## config.mk

```make
export PLATFORM = sky130hd
export DESIGN_NAME = savestate_reg_sequencer
export DESIGN_NICKNAME = d
export VERILOG_FILES = /design/src/rtl/savestate_reg_sequencer.sv
export SDC_FILE = /design/constraint.sdc
export NUM_CORES = 1
export LEC_CHECK = 0
export CAP_MARGIN = 5
export CORE_AREA = 2 2 113 115
export CTS_CLUSTER_SIZE = 40
export DETAILED_ROUTE_END_ITERATION = 6
export DIE_AREA = 0 0 115 117
export DONT_BUFFER_PORTS = 1
export PLACE_DENSITY = 0.66
export SLEW_MARGIN = 0
export SYNTH_ARGS = -nofsm -noshare
export SYNTH_HDL_FRONTEND = slang
export SYNTH_SLANG_ARGS = --single-unit
```

## constraint.sdc

```tcl
create_clock -name clk -period 2.03 [get_ports clk]
set_input_delay 0.406 -clock clk [delete_from_list [all_inputs] [get_ports clk]]
set_output_delay 0.406 -clock clk [all_outputs]
set_load 0.1 [all_outputs]
```

## src/rtl/savestate_reg_sequencer.sv

```systemverilog
// savestate_reg_sequencer: walks every savestate register index and
// streams each value between the register bus and the memory port.
module savestate_reg_sequencer #(
  parameter int                NUM_REGS  = 64,
  parameter int                BUS_LAT   = 2,
  parameter int                ADDR_W    = 16,
  parameter logic [ADDR_W-1:0] BASE_ADDR = '0
) (
  input  logic              clk,
  input  logic              reset_n,
  input  logic              ss_save,
  input  logic              ss_load,
  input  logic              ss_defaults,
  output logic              busy,
  output logic              done,
  output logic [9:0]        SaveStateBus_Adr,
  output logic [63:0]       SaveStateBus_Din,
  output logic              SaveStateBus_wren,
  output logic              SaveStateBus_rst,
  input  logic [63:0]       SaveStateBus_Dout,
  output logic              mem_req,
  output logic              mem_we,
  output logic [ADDR_W-1:0] mem_addr,
  output logic [63:0]       mem_wdata,
  input  logic [63:0]       mem_rdata,
  input  logic              mem_ack
);

  typedef enum logic [3:0] {
    IDLE,
    DEF,
    SV_ADR,
    SV_WR,
    NEXT_S,
    LD_REQ,
    LD_WR,
    NEXT_L,
    FIN
  } state_t;

  localparam logic [9:0] LAST_IDX = 10'(NUM_REGS - 1);
  localparam logic [2:0] LAT_END  = 3'(BUS_LAT - 1);

  state_t      state, state_nx;
  logic [9:0]  idx, idx_nx;
  logic [2:0]  cnt, cnt_nx;
  logic [63:0] wdata_q, wdata_nx;
  logic [63:0] din_q, din_nx;
  logic [ADDR_W-1:0] addr_cur;
  logic        last;

  assign last      = (idx == LAST_IDX);
  assign addr_cur  = BASE_ADDR + ADDR_W'(idx);
  assign mem_wdata = wdata_q;
  assign SaveStateBus_Din = din_q;

  always_ff @(posedge clk or negedge reset_n) begin
    if (!reset_n) begin
      state   <= IDLE;
      idx     <= '0;
      cnt     <= '0;
      wdata_q <= '0;
      din_q   <= '0;
    end else begin
      state   <= state_nx;
      idx     <= idx_nx;
      cnt     <= cnt_nx;
      wdata_q <= wdata_nx;
      din_q   <= din_nx;
    end
  end

  always_comb begin
    state_nx          = state;
    idx_nx            = idx;
    cnt_nx            = cnt;
    wdata_nx          = wdata_q;
    din_nx            = din_q;
    busy              = 1'b1;
    done              = 1'b0;
    SaveStateBus_Adr  = idx;
    SaveStateBus_wren = 1'b0;
    SaveStateBus_rst  = 1'b0;
    mem_req           = 1'b0;
    mem_we            = 1'b0;
    mem_addr          = '0;
    unique case (state)
      IDLE: begin
        busy             = 1'b0;
        SaveStateBus_Adr = '0;
        idx_nx           = '0;
        cnt_nx           = '0;
        if (ss_defaults)  state_nx = DEF;
        else if (ss_save) state_nx = SV_ADR;
        else if (ss_load) state_nx = LD_REQ;
      end
      DEF: begin
        SaveStateBus_rst = 1'b1;
        state_nx         = FIN;
      end
      SV_ADR: begin
        cnt_nx = cnt + 3'd1;
        // read data is valid on the last latency cycle
        if (cnt == LAT_END) begin
          cnt_nx   = '0;
          wdata_nx = SaveStateBus_Dout;
          state_nx = SV_WR;
        end
      end
      SV_WR: begin
        mem_req  = 1'b1;
        mem_we   = 1'b1;
        mem_addr = addr_cur;
        if (mem_ack) state_nx = NEXT_S;
      end
      NEXT_S: begin
        if (last) begin
          state_nx = FIN;
        end else begin
          idx_nx   = idx + 10'd1;
          state_nx = SV_ADR;
        end
      end
      LD_REQ: begin
        mem_req  = 1'b1;
        mem_addr = addr_cur;
        if (mem_ack) begin
          din_nx   = mem_rdata;
          state_nx = LD_WR;
        end
      end
      LD_WR: begin
        SaveStateBus_wren = 1'b1;
        state_nx          = NEXT_L;
      end
      NEXT_L: begin
        if (last) begin
          state_nx = FIN;
        end else begin
          idx_nx   = idx + 10'd1;
          state_nx = LD_REQ;
        end
      end
      FIN: begin
        busy     = 1'b0;
        done     = 1'b1;
        state_nx = IDLE;
      end
      default: state_nx = IDLE;
    endcase
  end

endmodule

```

* Word-level counts from Yosys, hierarchy flattened
Cells that the tools add are included.
** Operators by class
- Add/sub/neg operators :: 2
- $mul :: 0
- Divide/modulo/power cells :: 0
- Magnitude comparators :: 0
- Eq/ne operators :: 15
- Shift operators :: 0
- Muxes and demuxes :: 21
- Bitwise operators :: 0
- Reductions and logical operators :: 10
** Operator list (number)
- $mux 4 :: 8
- $pmux 4 s8 :: 1
- $mux 10 :: 3
- $pmux 10 s2 :: 1
- $eq 4x3->1 const B :: 4
- $add 10x1->10 const B :: 1
- $eq 10x6->1 const B :: 1
- $eq 4x2->1 const B :: 2
- $ne 2x2->1 const B :: 4
- $mux 1 :: 6
- $pmux 3 s2 :: 1
- $reduce_and 2->1 :: 3
- $reduce_or 2->1 :: 3
- $eq 4x1->1 const B :: 1
- $eq 4x4->1 const B :: 1
- $logic_not 4->1 :: 1
- $ne 4x4->1 const B :: 1
- $reduce_and 4->1 :: 1
- $reduce_bool 2->1 :: 2
- $add 3x1->3 const B :: 1
- $eq 3x1->1 const B :: 1
- $mux 3 :: 1
** Word-level totals
- Register bits :: 145
- Bits in latches :: 0
- Memory bits (writable) :: 0
- Memory bits (read-only) :: 0
- Input bits :: 134
- Logic and storage cells :: 53
- Memories :: 0

* Longest topological paths before layout
Gate-level depths: netlist of the first run.
- Depth after elaboration :: 4
- Mapped depth :: 7
- Mapped depth without buffers :: 5

* Worst setup path after synthesis of the first run
Ideal clock, no wire load.
- Path kind :: register -> output
- Start :: register state[1]
- End :: output done
- Data arrival time :: 2.868 ns
- Data required time :: 1.624 ns
- Path slack :: -1.244 ns
- Stages on the path, launching flop included :: 5
- Path buffers :: 2
- Cell sequence :: dfrtp_1 -> buf_2 -> clkbuf_1 -> or3_1 -> nor2_1
** Between the ends
- Cells in the longest elaborated chain, start to end :: 2
** Ends and longest elaborated chain
- start, declared :: RTL line 44 : state_t state, state_nx;
- start signal, assigned :: RTL line 65 : state <= state_nx;
- $eq 4x4->1 :: RTL line 87 : unique case (state)
- $mux 1 :: RTL line 87
- end, declared :: RTL line 15 : output logic done,
No other way between the ends.

* Worst setup path in the final report of the first run
- Start :: register state[1]
- End :: output mem_addr[3]
** Between the ends
- Cells in the longest elaborated chain, start to end :: 3
** Ends and longest elaborated chain
- $eq 4x3->1 / $eq 4x2->1 (equally long branches) :: RTL line 87
- $reduce_or 2->1 (no source line) *
- $mux 10 * :: RTL line 87
- end, declared :: RTL line 23 : output logic [ADDR_W-1:0] mem_addr,
Mark *: on every way between the ends. The rest lies on a longest branch, timed or not.

==> results.cfg, run 1 <==
[sta]
hold_viol = 145
worst_slack_ps = -224
post-route-min-period_ps = 2250
finalCritPeriodShare_pct = 111
setup-violations-final = 26
finalMaxSlewViolations = 0
fmax_mhz = 444
fin_skew_ps = 10.6
worst_slew_pin_slew_ps = 978
timing.slew.headroom_pct = 34.8
holdWs_ps = -314
rsz0062_at_grt = true
fin_tns_setup_ps = -4310

[clock_network]
clock-root-buffer = clkbuf_16
clk_path_buf_depth = 2
cts_htree_levels = 4
clk_pin_slew_worst_paths_ps = 60
clock_latency_ps = 420
cts_buffers = 17
cts_tree = built
numClockSinks = 145

[floorplan]
ios = 294
dieArea_um2 = 13500
start_util_pct = 50.7
fp.dieH_um = 117
core_area_um2 = 12300
die_w_um = 115
rows = 41

[global_route]
grt_pass1_vias = 3521
grt_pass1_wl_um = 19500
grt_overflow_total = 0
globalRouteTotalUtil_pct = 19.2
antenna_found_initial = 0
grt_max_degree = 146

[status]
violations = hold timing, setup timing
status = finished with violations

[setup_path]
worst_path_dominant_cell_family = simple AND/OR/NAND/NOR gates
critPathLaunchType = flop
endpoint_kind = primary output
worst_ep_required_time_ps = 1620
r2r_setup_slack_ps = 80
critPathMaxFanout = 6
crit_top_cell = buf_6
worstPathCellList = buf_6, xnor2_4, nor3b_4, buf_6, and2_4
cpMaxStageDelayCell = dfrtp_1
critPathKind = reg -> out
cp.buffers_inverters = 2
arrival_ps = 1850
slowest_delay_ps = 420

[yosys]
seq_area_frac_synth_pct = 58.1
synth.area.top_cells = dfrtp_1 58%, mux2_4 14%, mux2_2 12%
yosys_most_used_dff = dfrtp_1
syn_area_per_cell_um2 = 14.8
synth_top_area_share_pct = 58.1
syn-instance-count = 421
syn_area_um2 = 6240
yosys.cell_count.top_type = dfrtp_1
synth_seq_cells = 145
synth_edf_count = 0
synth_area_leader_cell = dfrtp_1
synthArstFlopShare_pct = 100
yosysWarnings = 0
synth_commonest_cells = 145 x dfrtp_1, 68 x mux2_2, 60 x mux2_4
synth_cell_type_count = 47

[detailed_routing]
viasPerCell = 5.58
first_pass_iters = 4
wl_met2_um = 6900
wl_met1_um = 5120
dr.max_layer_used = met4
wire_per_inst_um = 21.4
drtIter0Drc = 212
drc_errors = 0
ant_nets = 0
routed-wl-met3_um = 1120
vias = 3476
routed_wl_um = 13300

[finish]
fillers = 926
diodes = 0
fin_nets = 595
stdcell_area_um2 = 7530
drive_gt1_share_pct = 49.3
area_growth_syn_to_layout_pct = 20.6
seqCellArea_um2 = 3630
multi_input_area_um2 = 2520

[placement]
pre_cts_slack_ps = 92.4
placed_cell_area_um2 = 6770
routabilityCongestion = 0.787
port_buffers = 0
dp_hpwl_um = 9180

[worst_hold_path]
hold_path_class = in -> async

[flow_run]
maxCapViolCount = 0
[final timing paths]
path,cells past startpoint,endpoint,from
min in group clk,1,state[0],mem_ack
max in group asynchronous,0,SaveStateBus_Din[26],reset_n
worst min register to register,1,idx[4],idx[4]
worst max-delay path,5,mem_addr[3],state[1]
worst max register to register,5,mem_wdata[51],state[0]
worst min-delay path,0,idx[0],reset_n
[cell type report]
cell class / instances / area share [%]
Clock inverter: 11 / 2.03
Timing Repair Buffer: 42 / 7.21
Tap cell: 150 / 2.49
Inverter: 8 / 0.399
Clock buffer: 21 / 6.12
Sequential cell: 145 / 48.2
Multi-Input combinational cell: 246 / 33.5
[timing repair]
action                                  CTS  global route
pin swaps                                 5             2
setup buffers                             9             4
endpoints found under the setup margin   25            64
cloned                                    1             0
hold endpoints to repair                145           145
gates resized for setup                  18             3
[per-layer routing]
metal | GRT usage (%) | up-vias
met4 | 7.71 | 0
met1 | 22.4 | 1758
met3 | 7.93 | 16
met2 | 31.8 | 157
li1 | - | 1545
met5 | 0 | -
[sequential cells by signal, indices dropped and copies added, names as in the netlist]
name and flops:
idx 10, state 4, mem_wdata 64, SaveStateBus_Din 64, cnt 3
[per-stage QoR]
stage / std cells / util [%]
after floorplan: 426 / -
after global placement: 581 / 55.0
after detailed placement: 581 / 55.0
after CTS: 620 / 60.9
after global routing: 623 / 61.1
final: 623 / 61.1
[cell usage in the layout (no fill, tap or decap), drive strengths merged, types with 4 or more instances in the layout]
cell    synthesis  final
and2           16     16
buf            23     42
clkbuf          4     21
conb            1      6
dfrtp         145    145
inv             8     10
mux2          131    131
mux2i           4      4
nand2          12     12
nand2b          4      4
nand3           8      8
nor2           13     13
nor4            4      4
o21ai           5      5
or3             5      5
[cells by family after synthesis]
logic type	share of synthesized area [%]
AOI/OAI and AO/OA	2.12
xor gates and xnor gates	0.421
adders and majority gates	0.200
buffers and inverters	3.51
DFF	58.1
muxes	27.9
other	0.0601
and+or+nand+nor	7.71
Power of run 1 is not shown: default switching activity piles up to over one toggle a cycle in this logic, so the estimate is an artifact.
==> run 2: changes to the inputs <==
Settings changed: CTS_CLUSTER_SIZE 40 to 25.
==> results of run 2 <==
Same layout as run 1: the final DEF is identical, and so are final timing and power.
Power of run 2 is left out for the same reason.
==> run 3: changes to the inputs <==
Settings changed: RECOVER_POWER set to 50, SKIP_LAST_GASP set to 1.
==> results.cfg, run 3 (same netlist as run 1, synthesis figures left out) <==
[finish]
area_growth_syn_to_layout_pct = 20.3
fin_nets = 595
final_common_cell = dfrtp_1
diodes = 0
drive_gt1_share_pct = 48.4
fillers = 932
final_cell_mix = 144 x dfrtp_1, 68 x mux2_2, 60 x mux2_4

[setup_path]
critPathMaxFanout = 6
critPathLaunchType = flop
worst_ep_required_time_ps = 1620
worstPathCellList = buf_6, xnor2_4, nor3b_4, buf_6, and2_4
cpMaxStageDelayCell = dfrtp_1
r2r_setup_slack_ps = 30
arrival_ps = 1850
critPathKind = reg -> out
crit_top_cell = buf_6
cp.buffers_inverters = 2
slowest_delay_ps = 410
worst_path_dominant_cell_family = simple AND/OR/NAND/NOR gates
endpoint_kind = primary output

[sta]
fin_skew_ps = 10.7
setup-violations-final = 26
holdWs_ps = -313
hold_viol = 145
finalMaxSlewViolations = 0
rsz0062_at_grt = true
fmax_mhz = 444
worst_slew_pin_slew_ps = 971
finalCritPeriodShare_pct = 111
worst_slack_ps = -222
fin_tns_setup_ps = -4200
post-route-min-period_ps = 2250
timing.slew.headroom_pct = 35.2

[floorplan]
start_util_pct = 50.7
ios = 294
die_w_um = 115
dieArea_um2 = 13500
core_area_um2 = 12300
fp.dieH_um = 117
rows = 41

[detailed_routing]
viasPerCell = 5.59
first_pass_iters = 4
wire_per_inst_um = 21.4
routed_wl_um = 13300
vias = 3482
ant_nets = 0
drc_errors = 0
drtIter0Drc = 233

[placement]
routabilityCongestion = 0.787
port_buffers = 0
dp_hpwl_um = 9180

[global_route]
busiest_layer = met2
grt_max_degree = 146
met2_usage_pct = 31.8
grt_overflow_total = 0
use_met3_pct = 7.93
grt_pass1_wl_um = 19500
grt_pass1_vias = 3521
grt_use_met1_pct = 22.4
antenna_found_initial = 0
globalRouteTotalUtil_pct = 19.2

[worst_hold_path]
hold_path_class = in -> async

[flow_run]
maxCapViolCount = 0

[clock_network]
numClockSinks = 145
clock-root-buffer = clkbuf_16
cts_htree_levels = 4
clock_latency_ps = 420
cts_buffers = 17
clk_path_buf_depth = 2
cts_tree = built
clk_pin_slew_worst_paths_ps = 60

[status]
status = finished with violations
violations = hold timing, setup timing
-- run 3: changes by cell type in the layout (fill, tap and decap cells not counted), sizes merged --
cell,previous run,this run
buf,42,39
clkbuf,21,24
-- run 3: routing by layer --
metal	vias to the layer above	wire (um)	share of wire [%]
met1	1750	5070	38
met2	169	6870	52
met3	19	1160	8.7
met4	0	221	1.7
met5	-	0	0
li1	1544	-	-
-- run 3: layout make-up --
class                   count  area (um2)  share of cell area [%]
well taps                 150         188                    2.50
flip-flops and latches    145        3630                    48.3
clock buffers              21         460                    6.13
multi-input cells         246        2520                    33.5
clock inverters            11         153                    2.03
repair buffers             42         532                    7.08
inverters                   8        30.0                   0.400
-- run 3: path summary, 6_finish.rpt --
path | from | end | depth (start not counted)
max in group asynchronous | reset_n | SaveStateBus_Din[26] | 0
worst min register to register | idx[4] | idx[4] | 1
worst min-delay path | reset_n | idx[0] | 0
worst max-delay path | state[1] | mem_addr[3] | 5
min in group clk | mem_ack | state[0] | 1
worst max register to register | state[0] | idx[9] | 7
-- run 3: metrics by stage --
| stage | hold slack [ps] | instance area, um2 | cells | setup WS (ps) | utilization [%] |
|---|---|---|---|---|---|
| final | -313 | 7510 | 623 | -222 | 61.0 |
| after CTS | -337 | 7500 | 620 | -260 | 60.9 |
| after global placement | 114 | 6770 | 581 | 82.2 | 55.0 |
| after floorplan | 110 | 6350 | 426 | -138 | - |
| after global routing | -339 | 7510 | 623 | -310 | 61.0 |
| after detailed placement | 115 | 6770 | 581 | 92.4 | 55.0 |
-- run 3: timing repair --
action,CTS,global route
resized for setup,18,3
hold endpoints to repair,145,145
cloned,1,0
pin swaps,5,2
setup buffers,9,4
endpoints found under the setup margin,25,64
Power of run 3 is left out for the same reason.
